===== src/rtl/hazard_stall_ctrl.sv =====
// Pipeline hazard controller for the 5-stage core: load-use stall, multi-cycle
// MUL occupancy of EX, J/BEQ flush, and a saturating stall-cycle counter.
//
// state | meaning
// RUN   | normal issue; a MUL entering EX starts the occupancy countdown
// MUL   | MUL still occupying EX; stall while cnt != 0, release at cnt == 0
module hazard_stall_ctrl #(
    parameter int MUL_LAT = 4,
    parameter int CNT_W   = 4,
    parameter int PERF_W  = 16
) (
    input  logic              clk_i,
    input  logic              rst_i,
    input  logic [4:0]        id_rs_i,
    input  logic [4:0]        id_rt_i,
    input  logic              id_uses_rt_i,
    input  logic              ex_mem_read_i,
    input  logic [4:0]        ex_rt_i,
    input  logic              ex_mul_i,
    input  logic              jump_i,
    input  logic              branch_taken_i,
    output logic              pc_write_o,
    output logic              ifid_write_o,
    output logic              ifid_flush_o,
    output logic              idex_write_o,
    output logic              idex_bubble_o,
    output logic              exmem_bubble_o,
    output logic              mul_busy_o,
    output logic [PERF_W-1:0] stall_cnt_o
);

    typedef enum logic {
        RUN = 1'b0,
        MUL = 1'b1
    } state_t;

    // MUL_LAT == 1 keeps the FSM in RUN, so the load value is never used there.
    localparam bit              MUL_MULTI = (MUL_LAT > 1);
    localparam logic [CNT_W-1:0] CNT_LOAD = MUL_MULTI ? CNT_W'(MUL_LAT - 2) : '0;

    state_t           state, state_nxt;
    logic [CNT_W-1:0] cnt, cnt_nxt;
    logic [PERF_W-1:0] stall_cnt;
    logic             mul_stall;
    logic             load_use;

    always_ff @(posedge clk_i or posedge rst_i) begin
        if (rst_i) begin
            state     <= RUN;
            cnt       <= '0;
            stall_cnt <= '0;
        end else begin
            state <= state_nxt;
            cnt   <= cnt_nxt;
            if ((mul_stall || load_use) && (stall_cnt != '1))
                stall_cnt <= stall_cnt + 1'b1;
        end
    end

    always_comb begin
        mul_stall = ((state == RUN) && ex_mul_i && MUL_MULTI) ||
                    ((state == MUL) && (cnt != '0));
        load_use  = ex_mem_read_i && (ex_rt_i != 5'd0) &&
                    ((ex_rt_i == id_rs_i) || (id_uses_rt_i && (ex_rt_i == id_rt_i)));
    end

    always_comb begin
        state_nxt = state;
        cnt_nxt   = cnt;
        case (state)
            RUN: begin
                if (ex_mul_i && MUL_MULTI) begin
                    state_nxt = MUL;
                    cnt_nxt   = CNT_LOAD;
                end
            end
            MUL: begin
                if (cnt != '0) begin
                    cnt_nxt = cnt - 1'b1;
                end else begin
                    state_nxt = RUN;
                end
            end
            default: begin
                state_nxt = RUN;
                cnt_nxt   = '0;
            end
        endcase
    end

    // A taken branch seen during a stall is held in ID and re-evaluated later.
    always_comb begin
        pc_write_o     = 1'b1;
        ifid_write_o   = 1'b1;
        idex_write_o   = 1'b1;
        ifid_flush_o   = 1'b0;
        idex_bubble_o  = 1'b0;
        exmem_bubble_o = 1'b0;
        if (mul_stall) begin
            pc_write_o     = 1'b0;
            ifid_write_o   = 1'b0;
            idex_write_o   = 1'b0;
            exmem_bubble_o = 1'b1;
        end else if (load_use) begin
            pc_write_o    = 1'b0;
            ifid_write_o  = 1'b0;
            idex_bubble_o = 1'b1;
        end else if (jump_i || branch_taken_i) begin
            ifid_flush_o = 1'b1;
        end
    end

    assign mul_busy_o  = (state == MUL);
    assign stall_cnt_o = stall_cnt;

endmodule


===== config.mk =====
export PLATFORM = sky130hd
export DESIGN_NAME = hazard_stall_ctrl
export DESIGN_NICKNAME = d
export VERILOG_FILES = /design/src/rtl/hazard_stall_ctrl.sv
export SDC_FILE = /design/constraint.sdc
export NUM_CORES = 1
export LEC_CHECK = 0
export CELL_PAD_IN_SITES_DETAIL_PLACEMENT = 0
export CELL_PAD_IN_SITES_GLOBAL_PLACEMENT = 1
export CORE_UTILIZATION = 32
export CTS_CLUSTER_SIZE = 25
export DETAILED_ROUTE_END_ITERATION = 6
export PLACE_DENSITY_LB_ADDON = 0.1
export SLEW_MARGIN = 20
export SYNTH_ARGS = -nofsm -noshare
export SYNTH_HDL_FRONTEND = slang
export SYNTH_SLANG_ARGS = --single-unit

===== constraint.sdc =====
create_clock -name clk_i -period 2.6 [get_ports clk_i]
set_input_delay 0.52 -clock clk_i [delete_from_list [all_inputs] [get_ports clk_i]]
set_output_delay 0.52 -clock clk_i [all_outputs]
set_load 0.03 [all_outputs]

==> flow_summary.json <==
{
  "status": "finished, final reports clean",
  "yosysTopAreaCellShare_pct": 44.2,
  "synth-edff-count": 0,
  "synth_async_sr_flop_share_pct": 100,
  "yosysMostFrequentCell": "dfrtp_1",
  "slowest_stage": "clkdlybuf4s50_1",
  "final_util_pct": 52.9,
  "fmax_mhz": 387,
  "crit_required_ns": 2.08,
  "syn_area_um2": 1190,
  "routed_wl_mm": 2.92,
  "wl_met3_um": 90,
  "drt_iter0_markers": 61,
  "m1WireLength_mm": 1.30,
  "worstPathArrival_ns": 2.06,
  "setup_slack_ns": 0.0189,
  "cts_root_buf": "clkbuf_8",
  "nets": 199,
  "grt_pass1_vias": 1098,
  "cap_violations": 0,
  "antenna_found_initial": 0,
  "yosysTopAreaCell": "dfrtp_1",
  "synth.area.top_cells": "dfrtp_1, xor2_1, xnor2_1, ha_1, a31oi_1",
  "p_per_area_nw_per_um2": 1040,
  "routedWlPerCell_um": 13.3,
  "path_delay_family": "buffers and inverters",
  "endpoint_kind": "output pin",
  "reg2regPathDepth": 13,
  "period_needed_ns": 2.58,
  "detail-route-antenna-nets": 0,
  "yosysWarnings": 0,
  "hold_path_depth": 1,
  "initial_core_util_pct": 34.6,
  "synth-seq-cells": 21,
  "ir_worst_vdd_v": 0.000657,
  "clock_path_buffers": 2,
  "syn2layout_area_growth_pct": 53.1,
  "ios": 45,
  "synth_cell_types": 37,
  "tightest_slew_ns": 0.809,
  "leakagePower_uw": 0.000824,
  "setup_violations": 0,
  "final_max_slew_viol_count": 0,
  "grt_use_total_pct": 15.8,
  "htreeDepth": 1,
  "fp.coreArea_um2": 3440,
  "ctsHoldBuffers": 0,
  "slowest_delay_ns": 0.41,
  "die_w_um": 63.0,
  "drc": 0,
  "rows": 21,
  "ys_seq_area_share_pct": 44.2,
  "highest_layer": "met4",
  "worstPathMaxFanout": 3,
  "synth_nets": 142,
  "finalClockSkew_ns": 0.00289,
  "numCtsBuffers": 3,
  "clkSinkCount": 21,
  "worstSetupStartpointType": "input pin",
  "synth_area_per_cell_um2": 10.2,
  "hold_path.class": "flop to flop",
  "insertion_delay_ns": 0.26,
  "via_per_inst": 4.79,
  "grt_pass1_wl_mm": 5.04,
  "first_pass_iters": 4,
  "die_h_um": 63.0,
  "vias": 1049,
  "cp.depth": 7,
  "routabilityCongestion": 0.785,
  "gr-total-overflow": 0,
  "syn_inst": 117,
  "drive_above_1_share_pct": 19.7,
  "hold_viol_final": 0,
  "grt_max_degree": 22,
  "cts_tree": "yes",
  "numPortBuffers": 44,
  "path_class": "input pin to output pin",
  "clk_pin_slew_ns": 0.08,
  "diodes": 0,
  "wl_met2_mm": 1.50,
  "path_cells": "clkdlybuf4s50_1 > xor2_1 > nor4_2 > a32oi_2 > o21ai_2 > inv_2 > buf_4",
  "path_buf_inv": 3,
  "post-route-period-util_pct": 99.3,
  "yosys-top-cells-count": "dfrtp_1, xor2_1, nand2_1, xnor2_1",
  "dpl.hpwl_mm": 2.25,
  "num-fill-cells": 312,
  "relSlewSlack_pct": 46.0,
  "place_ws_ns": -0.0685,
  "ys.flop_type": "dfrtp_1",
  "die_area_um2": 3970
}
## layout make-up
type | instances | area (um^2) | area share [%]
Clock inverter | 1 | 5.00 | 0.275
Sequential cell | 21 | 526 | 28.8
Clock buffer | 3 | 41.3 | 2.27
Multi-Input combinational cell | 87 | 658 | 36.1
Tap cell | 46 | 57.6 | 3.16
Timing Repair Buffer | 54 | 508 | 27.9
Inverter | 7 | 26.3 | 1.44
## cells in the final DEF, fill, tap and decap left out, drive strengths merged
cell and count:
nand4 4, or2 1, clkbuf 3, dfrtp 21
a32oi 1, o21a 1, or4 1, ha 3
mux2 1, a21oi 6, o21ai 4, o22ai 1
nor2 6, and3 5, and2 1, inv 7
nand4b 1, clkdlybuf4s50 32, nor2b 1, nand3 3
dlygate4sd2 3, nand2 8, o31a 1, dlymetal6s2s 3
clkinv 1, xor2 13, xnor2 8, nor3 5
a41oi 1, o31ai 1, a31oi 5, nor4 2
a211o 1, buf 16, and4 2
## worst paths after layout
check,from,end,slack [ns]
setup / recovery,id_rt_i[1],ifid_write_o,0.02
hold / removal,stall_cnt_o[8],stall_cnt_o[8],0.49
setup reg to reg,cnt[0],stall_cnt_o[5],0.41
hold reg to reg,stall_cnt_o[8],stall_cnt_o[8],0.49
max in group asynchronous,rst_i,stall_cnt_o[9],1.38
min in group asynchronous,rst_i,cnt[3],0.72
## worst reg2reg max path: stages, from the launching register on
cell and delay [ns]:
dfrtp_1 0.41, inv_1 0.09, ha_1 0.14, inv_1 0.05, o31a_1 0.25, or2_4 0.28
inv_2 0.10, o21ai_2 0.09, inv_2 0.09, buf_4 0.10, buf_4 0.13, nor2_4 0.05
buf_4 0.16, a31oi_1 0.17
## kinds of logic after synthesis
logic type	Yosys count	synth area share [%]
DFF	21	44.2
xor gates and xnor gates	21	15.5
and+or+nand+nor	40	20.8
buffers and inverters	9	3.26
muxes	1	1.26
adders and majority gates	3	3.15
AOI/OAI and AO/OA	22	11.9
## through the flow
stage | cells | hold slack, ns | power, uW | instance area, um^2 | TNS [ns]
2_1_floorplan | 117 | 0.483 | 1240 | 1190 | 0
3_3_place_gp | 214 | 0.480 | 1640 | 1730 | -0.141
3_5_place_dp | 214 | 0.480 | 1650 | 1730 | -0.292
4_1_cts | 218 | 0.495 | 1870 | 1780 | 0
5_1_grt | 219 | 0.529 | 2020 | 1820 | -0.0850
6_report | 219 | 0.486 | 1890 | 1820 | 0
## what timing repair did
item | CTS | global route
endpoints found under the setup margin | 4 | 4
buffers inserted | 0 | 1
pin swaps | 4 | 3
gates resized for setup | 4 | 9
## state kept, by name (all words and copies together) (netlist names)
register,count
mul_busy_o,1
cnt,4
stall_cnt_o,16
## layer usage
layer / up-vias / GRT usage, %
li1: 529 / -
met1: 496 / 19.0
met2: 20 / 28.1
met3: 4 / 4.01
met4: 0 / 3.49
met5: - / 0
## power by group
| group | internal, uW | leakage (uW) | switching, uW |
|---|---|---|---|
| logic | 484 | 0.000536 | 625 |
| clock network | 107 | 0.0000255 | 106 |
| registers | 440 | 0.000262 | 128 |
(Power assumes the default switching activity.)
